**config.mk**
```make
export PLATFORM = sky130hd
export DESIGN_NAME = mem_ctrl
export DESIGN_NICKNAME = d
export VERILOG_FILES = /design/src/rtl/mem_ctrl.sv
export SDC_FILE = /design/constraint.sdc
export NUM_CORES = 1
export LEC_CHECK = 0
export ABC_AREA = 1
export CAP_MARGIN = 20
export CORE_MARGIN = 1
export CORE_UTILIZATION = 55
export DETAILED_ROUTE_END_ITERATION = 12
export PLACE_DENSITY = 0.89
export SLEW_MARGIN = 20
export SYNTH_ARGS = -nofsm -noshare
export SYNTH_HDL_FRONTEND = slang
export SYNTH_SLANG_ARGS = --single-unit
```
**constraint.sdc**
```tcl
create_clock -name clk -period 4.47 [get_ports clk]
set_clock_uncertainty 0.1 [all_clocks]
set_input_delay 0.894 -clock clk [delete_from_list [all_inputs] [get_ports clk]]
set_output_delay 0.894 -clock clk [all_outputs]
set_load 0.03 [all_outputs]
```
**src/rtl/mem_ctrl.sv**
```systemverilog
// rtl/mem_ctrl.sv - byte-serial RAM port arbiter/sequencer for IF fetches and MEM loads/stores.
// Optional MEMCTRL_RR_EN: round-robin grant between IF and MEM instead of fixed MEM priority.
module mem_ctrl #(
   parameter int ADDR_W = 32
) (
   input  logic              clk,
   input  logic              rst,
   input  logic              if_req,
   input  logic [ADDR_W-1:0] if_addr,
   output logic              if_rdy,
   output logic [31:0]       if_data,
   input  logic              ls_req,
   input  logic              ls_we,
   input  logic [1:0]        ls_size,
   input  logic [ADDR_W-1:0] ls_addr,
   input  logic [31:0]       ls_wdata,
   output logic              ls_rdy,
   output logic [31:0]       ls_rdata,
   input  logic              flush,
   output logic [ADDR_W-1:0] ram_addr,
   output logic              ram_wr,
   output logic [7:0]        ram_dout,
   input  logic [7:0]        ram_din,
   output logic              busy
);

   typedef enum logic [2:0] {IDLE, IF_RD, LS_RD, LS_WR, DONE} state_t;

   state_t            state, next_state;
   logic [2:0]        cnt;
   logic [2:0]        size_n;
   logic [ADDR_W-1:0] base;
   logic [31:0]       wdata;
   logic [31:0]       data;
   logic              src_if;
   logic              if_rdy_q;

   logic              if_pend, grant_ls, grant_if;
   logic [2:0]        ls_n;
   logic [1:0]        bi;
   logic [ADDR_W-1:0] ram_addr_d;
   logic              ram_wr_d, if_rdy_d, ls_rdy_d;
   logic [7:0]        ram_dout_d;
   logic [31:0]       data_d;

   assign if_pend = if_req & ~flush;
   assign ls_n    = (ls_size == 2'd0) ? 3'd1 : (ls_size == 2'd1) ? 3'd2 : 3'd4;
   assign bi      = 2'(cnt - 3'd2);

`ifdef MEMCTRL_RR_EN
   logic last_if;
   assign grant_ls = ls_req & (~if_pend | last_if);

   always_ff @(posedge clk) begin
      if (rst)
         last_if <= 1'b1;
      else if (state == IDLE && (grant_ls || grant_if))
         last_if <= grant_if;
   end
`else
   assign grant_ls = ls_req;
`endif
   assign grant_if = if_pend & ~grant_ls;

   always_ff @(posedge clk) begin
      if (rst)
         state <= IDLE;
      else
         state <= next_state;
   end

   always_comb begin
      next_state = state;
      case (state)
         IDLE:    if (grant_ls)      next_state = ls_we ? LS_WR : LS_RD;
                  else if (grant_if) next_state = IF_RD;
         IF_RD:   if (flush)                        next_state = IDLE;
                  else if (cnt == size_n + 3'd1)    next_state = DONE;
         LS_RD:   if (cnt == size_n + 3'd1)         next_state = DONE;
         LS_WR:   if (cnt == size_n)                next_state = DONE;
         DONE:    next_state = IDLE;
         default: next_state = IDLE;
      endcase
   end

   // Values the registered outputs take in the next cycle.
   always_comb begin
      ram_addr_d = '0;
      ram_wr_d   = 1'b0;
      ram_dout_d = 8'd0;
      if_rdy_d   = 1'b0;
      ls_rdy_d   = 1'b0;
      data_d     = data;
      case (state)
         IDLE: begin
            if (grant_ls) begin
               ram_addr_d = ls_addr;
               ram_wr_d   = ls_we;
               ram_dout_d = ls_we ? ls_wdata[7:0] : 8'd0;
               data_d     = '0;
            end else if (grant_if) begin
               ram_addr_d = if_addr;
               data_d     = '0;
            end
         end
         IF_RD, LS_RD: begin
            if (!(state == IF_RD && flush)) begin
               // RAM read data lags the address by one cycle.
               if (cnt >= 3'd2)
                  data_d[{bi, 3'b000} +: 8] = ram_din;
               if (cnt < size_n)
                  ram_addr_d = base + ADDR_W'(cnt);
               if (next_state == DONE) begin
                  if_rdy_d = src_if;
                  ls_rdy_d = ~src_if;
               end
            end
         end
         LS_WR: begin
            if (cnt < size_n) begin
               ram_addr_d = base + ADDR_W'(cnt);
               ram_wr_d   = 1'b1;
               ram_dout_d = wdata[{cnt[1:0], 3'b000} +: 8];
            end else begin
               ls_rdy_d = 1'b1;
            end
         end
         default: ;
      endcase
   end

   always_ff @(posedge clk) begin
      if (rst) begin
         cnt      <= 3'd0;
         size_n   <= 3'd0;
         base     <= '0;
         wdata    <= '0;
         data     <= '0;
         src_if   <= 1'b0;
         ram_addr <= '0;
         ram_wr   <= 1'b0;
         ram_dout <= 8'd0;
         if_rdy_q <= 1'b0;
         ls_rdy   <= 1'b0;
         if_data  <= '0;
         ls_rdata <= '0;
         busy     <= 1'b0;
      end else begin
         ram_addr <= ram_addr_d;
         ram_wr   <= ram_wr_d;
         ram_dout <= ram_dout_d;
         if_rdy_q <= if_rdy_d;
         ls_rdy   <= ls_rdy_d;
         data     <= data_d;
         busy     <= (next_state != IDLE);
         if (next_state == IF_RD || next_state == LS_RD || next_state == LS_WR)
            cnt <= cnt + 3'd1;
         else
            cnt <= 3'd0;
         if (state == IDLE && grant_ls) begin
            base   <= ls_addr;
            size_n <= ls_n;
            wdata  <= ls_wdata;
            src_if <= 1'b0;
         end else if (state == IDLE && grant_if) begin
            base   <= if_addr;
            size_n <= 3'd4;
            src_if <= 1'b1;
         end
         if (if_rdy_d)
            if_data <= data_d;
         if (ls_rdy_d && state == LS_RD)
            ls_rdata <= data_d;
      end
   end

   // A flush landing on the completion cycle still suppresses the fetch handshake.
   assign if_rdy = if_rdy_q & ~flush;

endmodule
```
After elaboration in Yosys (flattened, before gate mapping)
Index checks and enable logic that the tools add are counted.

Register bits after elaboration: 214. Input port bits: 112.

Add/sub/neg operators: 5. Order comparisons: 2. Eq/ne operators: 10. Shift operators: 3. Mux-type cells: 38. Bitwise logic cells: 7. Reduce and logical (&&, ||, !) cells: 13.

Operator list (count): $mux 32 (10); $pmux 32 s3 (1); $pmux 32 s2 (1); $add 32x3->32 (1); $bwmux 32 (1); $shift 8x7->32 const A (1); $shiftx 32x6->8 (1); $shiftx 8x7->32 (1); $mux 3 (9); $mux 8 (3); $pmux 8 s2 (1); $eq 3x2->1 const B (4); $pmux 3 s4 (1); $mux 1 (9); $neg 5->7 (1); $add 3x1->3 const B (2); $eq 3x1->1 const B (2); $eq 3x3->1 (2); $reduce_or 2->1 (3); $logic_and 1x1->1 (4); $not 1->1 (4); $pmux 1 s2 (2); $and 1x1->1 (3); $eq 3x3->1 const B (1); 9 further kinds (10).

Depth between registers and ports, before layout
Gate-level depths: netlist of run 1.

Depth after elaboration: 11. Depth in mapped cells: 16.

Least setup slack after synthesis of run 1
OpenSTA, ideal clock, no wires.

Kind: reg-to-reg. From: register cnt[0]. To: register ls_rdata[22]. Library setup time: 0.115 ns. Arrival: 2.238 ns. Data required time: 4.255 ns. Setup slack: 2.017 ns. Cell stages (with the launch flop): 16. Buffers on the path: 4. Clock period less this slack: 2.453 ns. Cells stage by stage: dfxtp_1 > buf_2 > inv_1 > buf_2 > ha_1 > buf_2 > clkinv_1 > buf_2 > nand4_1 > nand3_1 > nand2_1 > nor2_1 > nor2_1 > nand3_1 > nand2_1 > nor2_1.

Cells in the longest elaborated chain, start to end: 9. Elaborated cells between the ends (all ways): 22. Those cells by class: add/sub (2); order compare (2); eq/ne (3); shift (2); mux (12); reduce/logical (1).

Ends and longest elaborated chain: start: declaration (RTL line 30) `logic [2:0] cnt;`; start signal: assignment (RTL line 157) `cnt <= cnt + 3'd1;`; branches (longest 9 deep; another with $neg 5->7); end signal: assignment (RTL line 173) `ls_rdata <= data_d;`; end: declaration (RTL line 18) `output logic [31:0] ls_rdata,`.

Several ways; the timed one is not identified. A chain may end at the register's enable or synchronous reset.

Final worst setup path of run 1
From: register cnt[0]. To: register if_data[19].

Cells in the longest elaborated chain, start to end: 8. Elaborated cells between the ends (all ways): 19. Those cells by class: add/sub (2); order compare (1); eq/ne (3); shift (2); mux (11).

Ends and longest elaborated chain: branches (longest 8 deep; another with $neg 5->7); end signal: assignment (RTL line 171) `if_data <= data_d;`; end: declaration (RTL line 11) `output logic [31:0] if_data,`.

Several ways; the timed one is not identified.

==> results of run 1 <==
-- cells in the final DEF (no fill, tap or decap), types with 2 or more instances in the layout --
cell / Yosys / final
nor2_1: 286 / 286
nand2_1: 278 / 278
clkdlybuf4s50_1: 0 / 218
dfxtp_1: 214 / 214
a21oi_1: 140 / 139
o21ai_0: 94 / 94
nand3_1: 94 / 93
inv_1: 71 / 70
nor3_1: 40 / 40
nand4_1: 27 / 27
a22oi_1: 27 / 27
clkbuf_16: 0 / 23
a21boi_0: 18 / 18
buf_4: 5 / 15
ha_1: 13 / 13
a21boi_1: 10 / 10
xor2_1: 8 / 8
inv_2: 6 / 7
o21ai_1: 7 / 7
clkbuf_1: 37 / 5
clkinv_2: 0 / 5
nor2_2: 5 / 4
nand2_2: 4 / 4
clkbuf_8: 0 / 4
a21boi_2: 3 / 3
nand3b_1: 3 / 3
nor3_2: 3 / 3
o21bai_1: 3 / 3
a21o_1: 3 / 3
bufinv_16: 0 / 3
nor2_4: 1 / 2
clkinv_1: 2 / 2
a31oi_1: 2 / 2
nand2_4: 2 / 2
-- stage by stage --
stage	hold WS, ps	cell area [um^2]
floorplan	330	10100
global placement	345	12300
detailed placement	354	12300
CTS	371	13100
global route	388	13100
finish	370	13100
-- kinds of logic after synthesis --
logic type / count (synthesis)
simple gates: 745
compound gates: 310
flops: 214
buf+inv: 164
fa+ha+maj: 14
xor+xnor: 9
-- how the worst max path moves through the flow --
stage                    to  depth (start not counted)
6_report        if_data[19]                         10
5_1_grt         if_data[17]                         10
4_1_cts         if_data[19]                         10
3_5_place_dp    if_data[28]                         10
3_3_place_gp   ls_rdata[10]                          9
2_1_floorplan  ls_rdata[22]                         15
-- cell type report --
type                    count  area share
clock inverters            10      0.0101
inverters                  79      0.0227
flip-flops and latches    214       0.328
repair buffers            233       0.176
well taps                 229      0.0219
multi-input cells        1078       0.392
clock buffers              32      0.0497
-- routing by layer --
metal,global-route usage,up-vias,part of all wire
met5,0,-,0
met4,0.106,0,0.028
met3,0.0618,71,0.089
met2,0.489,566,0.45
met1,0.449,5010,0.43
li1,-,5150,-
-- critical path, delay by kind of cell, from the launching register on --
kind | cells | cell delay [ps]
AND/OR/NAND/NOR | 6 | 1150
adder cells (fa/ha/maj) | 1 | 390
buffers and inverters | 2 | 1060
flip-flops | 1 | 310
AO/OA/AOI/OAI | 1 | 160
-- flip-flops by register name, summed over array words and instances, names as in the netlist, 3 cells and up --
name,flops
base,32
data,32
if_data,32
ls_rdata,32
ram_addr,32
wdata,32
ram_dout,8
cnt,3
size_n,3
state,3
-- synth_stat cells, drive strengths merged, types with 8 or more instances --
master / instances / area, um^2
ha: 13 / 163
inv: 77 / 289
a21boi: 31 / 244
dfxtp: 214 / 4280
o21ai: 101 / 505
a22oi: 27 / 203
nor2: 292 / 1120
clkbuf: 37 / 139
xor2: 8 / 70.1
nand2: 284 / 1090
nand3: 94 / 470
nor3: 43 / 230
nand4: 27 / 169
buf: 48 / 268
a21oi: 141 / 709
-- where the power goes --
group	leakage, nW	total (mW)	internal [mW]	switching (mW)
clock network	0.389	1.97	1.19	0.777
registers	1.74	2.14	2.04	0.0989
logic	3.10	1.15	0.397	0.757
==> flow_metrics.env, run 1 <==
export IMPL_ys_flop_type="dfxtp_1"
export IMPL_worstRegToRegCells=10
export IMPL_finalCritPeriodShare=0.737
export IMPL_vdd_drop_max_mv=0.439
export IMPL_slew_violations=0
export IMPL_drcViolationCount=0
export IMPL_holdCritPathClass="reg2reg"
export IMPL_async_reset_ff_frac=0
export IMPL_dp_cells=1833
export IMPL_synth_edf_count=0
export IMPL_min_to="wdata[12]"
export IMPL_num_rows=49
export IMPL_cts_htree_levels=1
export IMPL_post_drt_wl_per_cell_um=16.4
export IMPL_drive_above_1_share=0.0486
export IMPL_fmax_ghz=0.303
export IMPL_cts_buffers=23
export IMPL_slew_headroom=0.388
export IMPL_period_minus_slack_ps=3300
export IMPL_synth_seq_cells=214
export IMPL_crit_chain="inv_1 -> ha_1 -> o21bai_1 -> nor2_1 -> nand3_1 -> nand2_2 -> nand3_1 -> buf_4 -> nor3_1 -> nor2_1"
export IMPL_clk_pin_slew_ps=60
export IMPL_cts_sinks=214
export IMPL_pre_cts_slack_ps=1110
export IMPL_io_buffer_count=219
export IMPL_synth_seq_area_share=0.424
export IMPL_critPathMaxFanout=27
export IMPL_synthMuxAreaShare=0
export IMPL_regArea_um2=4280
export IMPL_worst_slew_pin_slew_ps=917
export IMPL_worstReg2RegStart="cnt[0]"
export IMPL_first_iter_violations=1093
export IMPL_end_kind="flop"
export IMPL_leakage_nw=5.24
export IMPL_setup_ws_ps=1170
export IMPL_rr_endpoint="if_data[19]"
export IMPL_antenna_found_initial=0
export IMPL_cp_startpoint="cnt[0]"
export IMPL_syn_area_per_cell_um2=6.93
export IMPL_core_area_um2=18000
export IMPL_final_util=0.728
export IMPL_cts_tree="built"
export IMPL_yosys_area_share_simple=0.308
export IMPL_cpMaxStageDelayCell="inv_1"
export IMPL_fillers=1402
export IMPL_postSynthCellCount=1456
export IMPL_grt_max_degree=83
export IMPL_syn_num_nets=1582
export IMPL_final_setup_viol_count=0
export IMPL_power_mw=5.26
export IMPL_ant_nets=0
export IMPL_cts_resized=0
export IMPL_min_from="wdata[12]"
export IMPL_start_util=0.562
export IMPL_gp_congestion=0.904
export IMPL_synth_fa_ha_area_frac=0.0181
export IMPL_synth_compound_area_frac=0.172
export IMPL_postCtsSetupBuffers=0
export IMPL_layout_cells_non_filler=1875
export IMPL_syn_area_um2=10100
export IMPL_synth_xor_area_share=0.00781
export IMPL_dpl_hpwl_mm=21.0
export IMPL_grt_pass1_vias=9663
export IMPL_yosysWarnings=0
export IMPL_num_antenna_cells=0
export IMPL_track_usage=0.320
export IMPL_multiInputGateArea_um2=5130
export IMPL_critical_path_class="reg2reg"
export IMPL_min_path_cells=2
export IMPL_clock_latency_ps=520
export IMPL_via_per_inst=5.76
export IMPL_grt_pass1_wl_mm=48.3
export IMPL_ioPinCount=220
export IMPL_crit_path_start_kind="flop"
export IMPL_timing_setup_tns_ps=0
export IMPL_wirelength_mm=30.7
export IMPL_die_width_um=137
export IMPL_ys_types=39
export IMPL_drv_cap=0
export IMPL_hold_buffers=0
export IMPL_cts_path_max_buffers=3
export IMPL_power_density_nw_per_um2=402
export IMPL_worstPathArrival_ps=3590
export IMPL_rsz0062_at_grt="false"
export IMPL_die_area_um2=18900
export IMPL_slowest_delay_ps=640
export IMPL_num_vias=10800
export IMPL_die_y_um=137
export IMPL_syn_to_final_growth_pct=29.5
export IMPL_grt_overflow=0
export IMPL_drt_pass1_iterations=5
export IMPL_ff2ff_setup_slack_ps=1170
export IMPL_outcome="finished clean"
export IMPL_nNetsFinal=1755
export IMPL_synth_top_family_by_area="simple AND/OR/NAND/NOR gates"
export IMPL_clockRootBuffer="clkbuf_16"
export IMPL_worstPathRequired_ps=4760
export IMPL_hold_viol_final=0
No activity file was read; power rests on OpenSTA's default activity.
==> run 2, diff against run 1 <==
Settings changed: CORE_UTILIZATION 55 to 51, PLACE_DENSITY 0.89 to 0.83.
Clock period 4.47 ns to 3.33 ns, I/O delays scaled along.
==> run 2 against run 1 <==
Compared with the run above:
- flip-flop and latch count did not move
- clock power rose by 33%
- maximum frequency rose by 11%
- sequential power rose by 34%
- routed wire length fell by 0.90%
- final area rose by 1.4%
- non-clock buffer count rose by 13
- cell count rose by 2.5%
- critical path depth did not move
- count of clock-buffer cells in the layout fell by 3
- die area rose by 7.7%
- sequential share of layout area fell by 0.45 points
- largest cell class unchanged
- highest routed layer unchanged
==> flow_metrics.env, run 2 (same netlist as run 1, synthesis figures left out) <==
export IMPL_drt_pass1_iterations=7
export IMPL_ioPinCount=220
export IMPL_worstPathRequired_ps=3670
export IMPL_syn_to_final_growth_pct=31.3
export IMPL_num_vias=10600
export IMPL_clock_latency_ps=510
export IMPL_slew_headroom=0.308
export IMPL_grt_pass1_wl_mm=48.5
export IMPL_period_minus_slack_ps=2960
export IMPL_power_mw=7.08
export IMPL_rsz0062_at_grt="false"
export IMPL_die_area_um2=20400
export IMPL_drcViolationCount=0
export IMPL_wirelength_mm=30.4
export IMPL_power_frac_clock=0.370
export IMPL_final_cell_mix="nor2_1, nand2_1, clkdlybuf4s50_1"
export IMPL_layout_cells_non_filler=1921
export IMPL_cts_tree="built"
export IMPL_regArea_um2=4280
export IMPL_antenna_found_initial=0
export IMPL_grt_overflow=0
export IMPL_vdd_drop_max_mv=0.408
export IMPL_cts_buffers=23
export IMPL_multiInputGateArea_um2=5120
export IMPL_grt_pass1_vias=9621
export IMPL_worstReg2RegStart="cnt[0]"
export IMPL_hold_buffers=0
export IMPL_core_area_um2=19500
export IMPL_drv_cap=0
export IMPL_cts_path_max_buffers=3
export IMPL_start_util=0.519
export IMPL_hold_viol_final=0
export IMPL_finalCritPeriodShare=0.889
export IMPL_p_sw_frac=0.309
export IMPL_first_iter_violations=922
export IMPL_fillers=1660
export IMPL_postCtsSetupBuffers=0
export IMPL_worst_slew_pin_slew_ps=1040
export IMPL_drive_above_1_share=0.0562
export IMPL_die_y_um=143
export IMPL_gp_congestion=0.947
export IMPL_critical_path_class="reg2reg"
export IMPL_slew_violations=0
export IMPL_cts_sinks=214
export IMPL_holdCritPathClass="reg2reg"
export IMPL_crit_path_start_kind="flop"
export IMPL_via_per_inst=5.49
export IMPL_grt_max_degree=98
export IMPL_io_buffer_count=219
export IMPL_worstPathArrival_ps=3300
export IMPL_ff2ff_setup_slack_ps=370
export IMPL_power_frac_seq=0.404
export IMPL_final_util=0.681
export IMPL_clk_pin_slew_ps=60
export IMPL_post_drt_wl_per_cell_um=15.8
export IMPL_num_rows=51
export IMPL_clockRootBuffer="clkbuf_16"
export IMPL_comb_power_share=0.226
export IMPL_fmax_ghz=0.338
export IMPL_cp_startpoint="cnt[0]"
export IMPL_power_density_nw_per_um2=534
export IMPL_power_switching_mw=2.19
export IMPL_num_antenna_cells=0
export IMPL_die_width_um=143
export IMPL_critPathMaxFanout=17
export IMPL_final_common_cell="nor2_1"
export IMPL_track_usage=0.297
export IMPL_dp_cells=1882
export IMPL_dpl_hpwl_mm=21.4
export IMPL_rr_endpoint="if_data[1]"
export IMPL_end_kind="flop"
export IMPL_outcome="finished clean"
export IMPL_cts_htree_levels=1
export IMPL_timing_setup_tns_ps=0
export IMPL_ant_nets=0
export IMPL_final_setup_viol_count=0
export IMPL_endpoint="if_data[1]"
export IMPL_worstRegToRegCells=10
export IMPL_nNetsFinal=1768
export IMPL_power_internal_mw=4.90
export IMPL_leakage_nw=5.31
run 2: cell types whose count changed in the layout (fill, tap and decap cells not counted), moves of 2 or more:
cell	previous run	this run
buf_12	0	4
buf_4	15	24
clkbuf_1	5	2
clkinvlp_4	0	2
run 2: area by class of cell:
class | instances | share of cell area
Multi-Input combinational cell | 1078 | 0.387
Clock inverter | 10 | 0.0102
Tap cell | 265 | 0.0250
Sequential cell | 214 | 0.323
Inverter | 79 | 0.0227
Clock buffer | 29 | 0.0481
Timing Repair Buffer | 246 | 0.184
run 2: through the flow:
step	hold slack [ps]	cell area [um^2]	setup slack (ps)
floorplan	330	10100	877
global placement	341	12500	415
detailed placement	343	12500	263
CTS	353	13200	260
global route	373	13300	85.4
finish	351	13300	369
run 2: power by group through the flow:
stage | Sequential, mW | Combinational [mW] | Clock [mW]
after floorplan | 2.99 | 0.931 | 0
after global placement | 2.91 | 1.54 | 0
after detailed placement | 2.91 | 1.57 | 0
after CTS | 2.86 | 1.58 | 2.64
after global routing | 2.89 | 1.75 | 2.75
final | 2.86 | 1.60 | 2.62
run 2: how the worst min path moves through the flow:
stage / startpoint / end / slack (ps) / cells after the start
floorplan: wdata[15] / wdata[15] / 330 / 2
finish: wdata[14] / wdata[14] / 350 / 2
CTS: wdata[14] / wdata[14] / 350 / 2
global placement: wdata[10] / wdata[10] / 340 / 2
detailed placement: wdata[14] / wdata[14] / 340 / 2
global route: wdata[13] / wdata[13] / 370 / 2
run 2: routing by layer:
metal  track usage  up-vias  share of wire
met5             0        -              0
met4        0.0939        0          0.029
met3        0.0423       54          0.079
met2         0.467      473           0.44
met1         0.419     4843           0.45
li1              -     5182              -
run 2: what timing repair did:
item / CTS / global route
setup endpoints to repair: 0 / 16
gates resized for setup: 0 / 2
hold endpoints to repair: 0 / 0
run 2: critical path, cell delays in order (launching register included):
cell,delay (ps)
dfxtp_1,520
inv_1,310
ha_1,610
clkinvlp_4,400
nor3_4,380
nand4_1,150
nand2_1,100
nand2_1,60
nand2_1,90
nor2_1,50
nor2_1,120
